===== src/rtl/sram_unit_access_ctrl.sv =====
// sram_unit_access_ctrl: sequences one SRAM unit access (read or masked
// sub-word write) from a valid/ready request port.
//
// Ports
//   clk, reset (async, active-high)
//   req_valid/req_ready/req_we/req_size/req_addr/req_wdata : request port
//   resp_valid/resp_ready/resp_rdata                       : response port
//   resp_err (only with SRAM_ALIGN_CHECK_EN)               : misaligned request
//   sram_row, unit_3_8_dec_sel, c8/c4/c2/c1                : address and mask to the unit
//   precharge, wl_en, we, sae                              : phase strobes
//   sram_wdata / sram_rdata                                : lane-aligned data to/from the unit
//
// Configuration macro: SRAM_ALIGN_CHECK_EN
//   When defined, a request whose bit index is not a multiple of its width
//   goes straight to the response with resp_err=1 and no strobes.
//   When undefined, low index bits below the width are dropped.
module sram_unit_access_ctrl #(
    parameter int unsigned ROW_W      = 4,
    parameter int unsigned PRE_CYCLES = 1,
    parameter int unsigned WL_CYCLES  = 2
) (
    input  logic             clk,
    input  logic             reset,
    input  logic             req_valid,
    output logic             req_ready,
    input  logic             req_we,
    input  logic [1:0]       req_size,
    input  logic [ROW_W+2:0] req_addr,
    input  logic [7:0]       req_wdata,
    output logic             resp_valid,
    input  logic             resp_ready,
    output logic [7:0]       resp_rdata,
`ifdef SRAM_ALIGN_CHECK_EN
    output logic             resp_err,
`endif
    output logic [ROW_W-1:0] sram_row,
    output logic [2:0]       unit_3_8_dec_sel,
    output logic             c8,
    output logic             c4,
    output logic             c2,
    output logic             c1,
    output logic             precharge,
    output logic             wl_en,
    output logic             we,
    output logic             sae,
    output logic [7:0]       sram_wdata,
    input  logic [7:0]       sram_rdata
);

    localparam int unsigned MAX_CYC = (PRE_CYCLES > WL_CYCLES) ? PRE_CYCLES : WL_CYCLES;
    localparam int unsigned CNT_W   = (MAX_CYC > 1) ? $clog2(MAX_CYC) : 1;

    typedef enum logic [2:0] {
        IDLE  = 3'd0,
        PRE   = 3'd1,
        ACC   = 3'd2,
        SENSE = 3'd3,
        RESP  = 3'd4
    } state_t;

    state_t           state;
    logic [CNT_W-1:0] cnt;
    logic             we_q;
    logic [7:0]       mask_q;
    logic [2:0]       off_q;

    logic [2:0]       sel_c;
    logic [2:0]       off_c;
    logic [7:0]       mask_c;
    logic [3:0]       code_c;

    // Request decode: sub-word index, lane bit offset, field mask, width code.
    // The lane offset equals the bit index with the bits below the width cleared.
    always_comb begin
        sel_c  = 3'd0;
        off_c  = 3'd0;
        mask_c = 8'h00;
        code_c = 4'b0000;
        case (req_size)
            2'd0: begin
                sel_c  = req_addr[2:0];
                off_c  = req_addr[2:0];
                mask_c = 8'h01;
                code_c = 4'b0001;
            end
            2'd1: begin
                sel_c  = {1'b0, req_addr[2:1]};
                off_c  = {req_addr[2:1], 1'b0};
                mask_c = 8'h03;
                code_c = 4'b0010;
            end
            2'd2: begin
                sel_c  = {2'b00, req_addr[2]};
                off_c  = {req_addr[2], 2'b00};
                mask_c = 8'h0F;
                code_c = 4'b0100;
            end
            default: begin
                sel_c  = 3'd0;
                off_c  = 3'd0;
                mask_c = 8'hFF;
                code_c = 4'b1000;
            end
        endcase
    end

`ifdef SRAM_ALIGN_CHECK_EN
    logic mis_c;
    // Only 2b and 4b accesses can be misaligned; 8b ignores the index.
    assign mis_c = ((req_size == 2'd1) && req_addr[0]) ||
                   ((req_size == 2'd2) && (req_addr[1:0] != 2'b00));
`endif

    // Access sequencer; every output is registered and updated with the state.
    always_ff @(posedge clk or posedge reset) begin
        if (reset) begin
            state            <= IDLE;
            cnt              <= '0;
            we_q             <= 1'b0;
            mask_q           <= 8'h00;
            off_q            <= 3'd0;
            req_ready        <= 1'b1;
            resp_valid       <= 1'b0;
            resp_rdata       <= 8'h00;
`ifdef SRAM_ALIGN_CHECK_EN
            resp_err         <= 1'b0;
`endif
            sram_row         <= '0;
            unit_3_8_dec_sel <= 3'd0;
            {c8, c4, c2, c1} <= 4'b0000;
            precharge        <= 1'b0;
            wl_en            <= 1'b0;
            we               <= 1'b0;
            sae              <= 1'b0;
            sram_wdata       <= 8'h00;
        end else begin
            case (state)
                IDLE: begin
                    if (req_valid && req_ready) begin
                        we_q             <= req_we;
                        mask_q           <= mask_c;
                        off_q            <= off_c;
                        req_ready        <= 1'b0;
                        sram_row         <= req_addr[ROW_W+2:3];
                        unit_3_8_dec_sel <= sel_c;
                        sram_wdata       <= 8'((req_wdata & mask_c) << off_c);
`ifdef SRAM_ALIGN_CHECK_EN
                        if (mis_c) begin
                            state      <= RESP;
                            resp_valid <= 1'b1;
                            resp_err   <= 1'b1;
                            resp_rdata <= 8'h00;
                        end else begin
                            state            <= PRE;
                            precharge        <= 1'b1;
                            {c8, c4, c2, c1} <= code_c;
                            cnt              <= CNT_W'(PRE_CYCLES - 1);
                        end
`else
                        state            <= PRE;
                        precharge        <= 1'b1;
                        {c8, c4, c2, c1} <= code_c;
                        cnt              <= CNT_W'(PRE_CYCLES - 1);
`endif
                    end
                end
                PRE: begin
                    if (cnt == '0) begin
                        state     <= ACC;
                        precharge <= 1'b0;
                        wl_en     <= 1'b1;
                        we        <= we_q;
                        cnt       <= CNT_W'(WL_CYCLES - 1);
                    end else begin
                        cnt <= cnt - CNT_W'(1);
                    end
                end
                ACC: begin
                    if (cnt == '0) begin
                        if (we_q) begin
                            state            <= RESP;
                            wl_en            <= 1'b0;
                            we               <= 1'b0;
                            {c8, c4, c2, c1} <= 4'b0000;
                            resp_valid       <= 1'b1;
                            resp_rdata       <= 8'h00;
                        end else begin
                            // Wordline stays up through the sense cycle.
                            state <= SENSE;
                            sae   <= 1'b1;
                        end
                    end else begin
                        cnt <= cnt - CNT_W'(1);
                    end
                end
                SENSE: begin
                    state            <= RESP;
                    wl_en            <= 1'b0;
                    sae              <= 1'b0;
                    {c8, c4, c2, c1} <= 4'b0000;
                    resp_valid       <= 1'b1;
                    resp_rdata       <= (sram_rdata >> off_q) & mask_q;
                end
                RESP: begin
                    if (resp_ready) begin
                        state      <= IDLE;
                        resp_valid <= 1'b0;
                        req_ready  <= 1'b1;
`ifdef SRAM_ALIGN_CHECK_EN
                        resp_err   <= 1'b0;
`endif
                    end
                end
                default: begin
                    state     <= IDLE;
                    req_ready <= 1'b1;
                end
            endcase
        end
    end

endmodule


===== config.mk =====
export PLATFORM = sky130hd
export DESIGN_NAME = sram_unit_access_ctrl
export DESIGN_NICKNAME = d
export VERILOG_FILES = /design/src/rtl/sram_unit_access_ctrl.sv
export SDC_FILE = /design/constraint.sdc
export NUM_CORES = 1
export LEC_CHECK = 0
export BUFFER_PORTS_ARGS = -buffer_cell sky130_fd_sc_hd__clkbuf_2
export CAP_MARGIN = 20
export CORE_ASPECT_RATIO = 0.6
export CORE_MARGIN = 3
export CORE_UTILIZATION = 40
export CTS_BUF_LIST = sky130_fd_sc_hd__clkbuf_4 sky130_fd_sc_hd__clkbuf_8
export DETAILED_ROUTE_END_ITERATION = 10
export PLACE_DENSITY_LB_ADDON = 0.25
export SLEW_MARGIN = 10
export SYNTH_ARGS = -nofsm -noshare
export SYNTH_HDL_FRONTEND = slang
export SYNTH_SLANG_ARGS = --single-unit

===== constraint.sdc =====
create_clock -name clk -period 2 [get_ports clk]
set_clock_uncertainty 0.15 [all_clocks]
set_input_delay 0.2 -clock clk [delete_from_list [all_inputs] [get_ports clk]]
set_output_delay 0.2 -clock clk [all_outputs]
set_load 0.005 [all_outputs]

-- Yosys cells after proc, flatten, opt, wreduce, memory -nomap -nowiden
Index checks and enable logic that the tools add are counted.
- flip-flop bits (word level): 49
- bits of input ports: 30
- output and inout port bits: 33
- word-level logic and storage cells: 102
- add/subtract/negate cells: 1
- equal/unequal tests: 12
- shift operators: 2
- mux-type cells: 43
- bitwise gates (word level): 3
- reductions and logical operators: 22
- operators by type and width (cell ; count):
    1-bit case mux with 3 select lines ; 8
    8-bit case mux with 3 select lines ; 1
    4-bit AND reduction ; 5
    1-bit two-way mux ; 19
    3-bit case mux with 3 select lines ; 2
    8-bit bitwise AND ; 2
    8-bit two-way mux ; 2
    8-bit case mux with 2 select lines ; 1
    3-bit two-way mux ; 5
    3-bit case mux with 5 select lines ; 1
    2-bit inequality test, second input constant ; 6
    4-bit case mux with 3 select lines ; 1
    3-bit AND reduction ; 4
    3-bit nonzero test ; 4
    8-bit by 3-bit << shifter with 8-bit output ; 1
    8-bit by 3-bit right shift with 8-bit output ; 1
    3-bit by 2-bit equality test with 1-bit output, second input constant ; 2
    1-bit case mux with 2 select lines ; 3
    2-bit nonzero test ; 3
    2-bit AND reduction ; 2
    3-bit by 1-bit equality test with 1-bit output, second input constant ; 1
    3-bit equality test, second input constant ; 1
    3-bit logical NOT ; 1
    3-bit OR reduction ; 1
    other kinds (6) ; 6

-- Depth between registers and ports, before layout
Gate-level depths: netlist of run 1.
- depth after elaboration: 4
- mapped depth: 6
- depth with buffers taken out: 4

-- Least setup slack after synthesis of run 1
Ideal clock, no wire load.
- kind: register to register
- start point: reg off_q[0]
- end point: reg resp_rdata[0]
- setup time: 0.122 ns
- data arrival time: 1.466 ns
- required time: 1.728 ns
- setup slack: 0.262 ns
- stages on the path, launching flop included: 5
- period minus slack after synthesis: 1.738 ns
- path through: dfrtp_1 > buf_6 > mux4_2 > mux2_2 > a32o_1
- cells in the longest elaborated chain, start to end: 3
- ends and longest elaborated chain (what ; RTL line ; RTL):
    start: declaration ; 65 ; logic [2:0] off_q;
    start signal: assignment ; 121 ; off_q <= 3'd0;
    start signal: assignment ; 142 ; off_q <= off_c;
    8-bit by 3-bit right shift with 8-bit output ; 202 ; resp_rdata <= (sram_rdata >> off_q) & mask_q;
    8-bit bitwise AND ; 202 ;
    8-bit case mux with 2 select lines ; 137 ; case (state)
    end signal: assignment ; 202 ;
    end: declaration ; 32 ; output logic [7:0] resp_rdata,
Every way passes these cells.
A chain may end at the register's enable or synchronous reset.

-- Worst setup path in the final report of run 1
- start point: reg off_q[0]
- end point: reg resp_rdata[2]
Same word-level chain as after synthesis.

==> flow_summary.yaml, run 1 <==
timing:
  maxSlewViolCount: 0
  hold_viol_final: 0
  final.period_utilization: 0.900
  worstMarginPinSlew_ps: 570
  finalSetupViolCount: 0
  max_freq_mhz: 556
  rsz0062_at_grt: "no"
  fin_crit_ps: 1800
  fin_setup_tns_ps: 0
  slew_headroom: 0.620
logic_synthesis:
  async_flop_share: 1.00
  yosysWarnings: 0
  synthesis.area_um2: 2180
  synth_cell_types: 41
  yosys_most_used_dff: "dfrtp_1"
  post_synth_most_frequent_cells: "nand2_1, dfrtp_1, a21oi_1, nor2_1, o21ai_0"
  synth_nets: 255
  synth.most_common_cell: "nand2_1"
  yosysTopAreaCellShare: 0.506
  ys_seq_area_frac: 0.518
  synth_top_cell_by_area: "dfrtp_1"
  yosys_register_bits: 45
  syn_area_per_cell_um2: 9.67
  synth-edff-count: 0
  synth_cells: 225
  synthTopCellsByArea: "dfrtp_1, nand2_1, a21oi_1, o21ai_0, nor2_1"
hold_path:
  hold_path.class: "input port to register"
routing:
  drt_first_pass_iters: 4
  drcViolationCount: 0
  routed_via_density: 5.14
  vias: 1860
  wl_per_cell_um: 14.7
  drt-total-wl_um: 5320
  final_antenna_net_count: 0
  drt_iter0_drc: 85
clocking:
  clkTransAtPathRegs_ps: 100
  insertion_delay_ps: 300
  cts_htree_levels: 2
  cts_sinks: 45
  root_buffer: "clkbuf_8"
  cts_setup_buffers: 0
  tritoncts.num_buffers: 5
  cts.path.max_buffers: 2
  cts_tree: "built"
global_route:
  grt_antenna_before_repair: 0
  overflow: 0
  first_global_vias: 1863
  grt_pass1_wl_um: 9020
  track_usage: 0.178
  grt_max_degree: 46
pwr:
  powerDensity_nw_per_um2: 1300
  irDropWorstVdd_mv: 0.400
  p_leak_uw: 0.00134
floorplan:
  row_count: 20
  die_area_um2: 6390
  initial_core_util: 0.422
  chipWidth_um: 101
  io_pins: 63
  fp.dieH_um: 63.1
  coreArea_um2: 5150
worst_setup_path:
  crit_type: "register to register"
  critical_path.startpoint_type: "register"
  slowest_delay_ps: 560
  crit_path_end_kind: "register"
  worstPathRequired_ps: 2040
  crit_chain: "mux4_1 > mux2_2 > a32o_1"
  arrival_ps: 1840
  crit_slowest_cell: "mux4_1"
  path_max_fanout: 5
  rrSetupSlack_ps: 200
final_layout:
  fin_nets: 325
  drive_gt1_frac: 0.291
  final_cell_area_um2: 2740
  final_cells: 362
  area_growth_pct: 25.8
  antenna_cells: 0
placed_design:
  io_buffer_count: 62
  placed_area_um2: 2570
  finalWeightedCongestion: 0.805
  dp.cells: 347
  place_hpwl_um: 3840
flow_run:
  cap_violations: 0
outcome:
  status: "finished clean"
-- state kept, by name (all words and copies together) (netlist names) --
name / count
c1: 1
precharge: 1
resp_valid: 1
cnt: 1
we_q: 1
c4: 1
wl_en: 1
sram_row: 4
req_ready: 1
sae: 1
unit_3_8_dec_sel: 3
sram_wdata: 8
we: 1
c2: 1
off_q: 3
mask_q: 4
c8: 1
resp_rdata: 8
state: 3
-- timing repair --
item / 4_1_cts / 5_1_grt
endpoints found under the setup margin: 0 / 0
resized for setup: 0 / 0
hold buffers: 7 / 0
hold endpoints to repair: 52 / 0
-- power by group --
group | internal [µW] | leakage (µW) | switching, µW | total, µW
Combinational | 691 | 0.000726 | 674 | 1370
Sequential | 1290 | 0.000572 | 315 | 1600
Clock | 246 | 0.0000364 | 333 | 579
Total | 2230 | 0.00134 | 1320 | 3550
-- cells by family after synthesis --
logic type,synth area share
multiplexers,0.0679
flip-flops,0.518
AND/OR/NAND/NOR,0.193
buffers and inverters,0.0495
AO/OA/AOI/OAI,0.172
-- per-layer routing --
metal  wire [µm]  track usage  vias to the layer above
met3         295       0.0398                        2
met2        2140        0.243                       52
met5           0            0                        -
met4          15       0.0348                        0
met1        2880        0.284                      865
li1            -            -                      941
-- critical path: cells and delay by family (launching register included) --
kind | cells | cell delay, ps
muxes | 2 | 840
DFF | 1 | 460
AOI/OAI and AO/OA | 1 | 250
-- cells in the final DEF (no fill, tap or decap), types with 3 or more instances in the layout --
master	count
o211ai_1	4
dfrtp_1	44
nand2b_1	3
o21a_1	3
clkbuf_2	62
a32o_1	4
inv_1	6
nor2_1	15
nand3_1	8
o31ai_1	3
nor2b_1	5
mux2i_1	5
o21ai_0	13
nand2_1	45
clkbuf_8	5
a22o_1	5
nand3b_1	3
clkinvlp_4	3
buf_4	9
a21oi_1	15
dlygate4sd3_1	7
-- final cells by class --
class | instances | area, µm²
Multi-Input combinational cell | 157 | 941
Clock inverter | 3 | 22.5
Timing Repair Buffer | 79 | 468
Tap cell | 66 | 82.6
Sequential cell | 45 | 1130
Fill cell | 505 | 2420
Clock buffer | 5 | 68.8
Inverter | 7 | 26.3
-- through the flow --
step / utilization / hold slack [ps] / worst slack (ps) / power (µW)
final: 0.531 / 25.6 / 201 / 3550
after global routing: 0.531 / 27.8 / 123 / 3880
after detailed placement: 0.500 / 220 / 204 / 2990
after global placement: 0.500 / 220 / 225 / 2950
after CTS: 0.531 / 22.5 / 185 / 3590
after floorplan: - / 155 / 262 / 2420
-- path summary, 6_finish.rpt --
check	start	end	depth (start not counted)
setup / recovery	off_q[0]	resp_rdata[2]	3
setup reg to reg	off_q[0]	resp_rdata[2]	3
max in group asynchronous	reset	mask_q[1]	4
hold / removal	req_wdata[7]	sram_wdata[7]	3
min in group asynchronous	reset	sram_row[3]	4
hold reg to reg	unit_3_8_dec_sel[2]	unit_3_8_dec_sel[2]	2
Power figures use the tool's default switching activity.
==> run 2: changes to the inputs <==
- GPL_TIMING_DRIVEN: not set -> 0
- PLACE_DENSITY_LB_ADDON: 0.25 -> not set
==> flow_summary.yaml, run 2 (same netlist as run 1, synthesis figures left out) <==
routing:
  wl_per_cell_um: 14.8
  vias: 1916
  drt_iter0_drc: 117
  drt-total-wl_um: 5460
  drt_first_pass_iters: 4
  drcViolationCount: 0
  final_antenna_net_count: 0
  routed_via_density: 5.21
global_route:
  track_usage: 0.179
  overflow: 0
  grt_max_degree: 35
  grt_pass1_wl_um: 8930
  first_global_vias: 1776
  grt_antenna_before_repair: 0
timing:
  setup_slack_ps: 180
  hold_viol_final: 0
  rsz0062_at_grt: "no"
  slew_headroom: 0.685
  worstMarginPinSlew_ps: 473
  max_freq_mhz: 549
  whs_ps: 29.5
  fin_crit_ps: 1820
  maxSlewViolCount: 0
  finalSetupViolCount: 0
  final.period_utilization: 0.910
floorplan:
  fp.dieH_um: 63.1
  row_count: 20
  coreArea_um2: 5150
  io_pins: 63
  initial_core_util: 0.422
  die_area_um2: 6390
  chipWidth_um: 101
clocking:
  cts_htree_levels: 2
  root_buffer: "clkbuf_8"
  insertion_delay_ps: 310
  cts_sinks: 45
  cts_setup_buffers: 0
  tritoncts.num_buffers: 5
  cts.path.max_buffers: 2
  clkTransAtPathRegs_ps: 100
  cts_tree: "built"
worst_setup_path:
  critPathBufInv: 2
  arrival_ps: 1910
  path_max_fanout: 10
  critical_path.startpoint_type: "register"
  worstPathRequired_ps: 2090
  crit_type: "register to register"
  path_depth: 5
  crit_family: "buffers and inverters"
  slowest_delay_ps: 360
  crit_slowest_cell: "dfrtp_1"
  crit_chain: "clkbuf_1 > and2_1 > clkbuf_1 > and3b_1 > a22o_1"
  cpMostUsedCell: "clkbuf_1"
  reg2reg_depth: 5
  crit_path_end_kind: "register"
outcome:
  status: "finished clean"
placed_design:
  finalWeightedCongestion: 0.802
  place_ws_ps: 103
  dp.cells: 353
  io_buffer_count: 61
  place_hpwl_um: 4050
pwr:
  p_leak_uw: 0.00135
  powerDensity_nw_per_um2: 1330
  irDropWorstVdd_mv: 0.496
final_layout:
  drive_gt1_frac: 0.281
  fin_nets: 331
  final_cells: 368
  final_cell_mix: "clkbuf_2, nand2_1, dfrtp_1, a21oi_1, nor2_1"
  final_common_cell: "clkbuf_2"
  reg_top3: "resp_rdata x8, sram_wdata x8"
  area_growth_pct: 27.4
  antenna_cells: 0
flow_run:
  cap_violations: 0
hold_path:
  hold_path.class: "input port to register"
  hold_depth: 3
==> run 2: cell count changes in the layout (fill, tap and decap cells not counted), sizes merged <==
cell / previous run / this run
clkinvlp: 3 / 1
clkinv: 0 / 1
clkbuf: 67 / 74
bufinv: 0 / 1
buf: 10 / 9
==> run 2: power by group <==
| part | internal (µW) | leakage, µW | switching, µW |
|---|---|---|---|
| Combinational | 676 | 0.000721 | 759 |
| Sequential | 1290 | 0.000572 | 242 |
| Clock | 374 | 0.0000543 | 338 |
| Total | 2340 | 0.00135 | 1340 |
==> run 2: metrics by stage <==
stage	TNS [ps]	utilization	power [µW]	area [µm²]
floorplan	0	-	2420	2180
CTS	0	0.537	3710	2770
detailed placement	0	0.501	2980	2580
global placement	-3330	0.497	2950	2560
finish	0	0.538	3680	2770
global route	0	0.538	3990	2770
==> run 2: final cells by class <==
| class | instances | area, µm² |
|---|---|---|
| Buffer | 16 | 82.6 |
| Fill cell | 479 | 2380 |
| Tap cell | 66 | 82.6 |
| Inverter | 7 | 26.3 |
| Sequential cell | 45 | 1130 |
| Timing Repair Buffer | 69 | 395 |
| Clock inverter | 3 | 46.3 |
| Multi-Input combinational cell | 157 | 943 |
| Clock buffer | 5 | 68.8 |
==> run 2: layer usage <==
layer / track usage / routed length (µm) / vias to the layer above
li1: - / - / 949
met1: 0.293 / 2950 / 892
met2: 0.226 / 2080 / 68
met3: 0.0509 / 387 / 7
met4: 0.0448 / 48 / 0
met5: 0 / 0 / -
==> run 2: final timing paths <==
path	start	slack [ps]	end
max reg2reg	state[0]	180	resp_rdata[5]
min	req_wdata[7]	30	sram_wdata[7]
min in group asynchronous	reset	210	sram_row[2]
max	state[0]	180	resp_rdata[5]
max in group asynchronous	reset	970	req_ready
min reg2reg	sram_row[0]	340	sram_row[0]
==> run 2: repair_timing <==
action	4_1_cts	5_1_grt
hold buffers	7	0
endpoints found under the hold margin	52	0
setup endpoints to repair	0	12
gates resized for setup	0	3
==> run 2: worst reg2reg max path, cell delays in order, from the launching register on <==
cell and delay [ps]:
dfrtp_1 360, clkbuf_1 350, and2_1 200, clkbuf_1 270
and3b_1 290, a22o_1 150
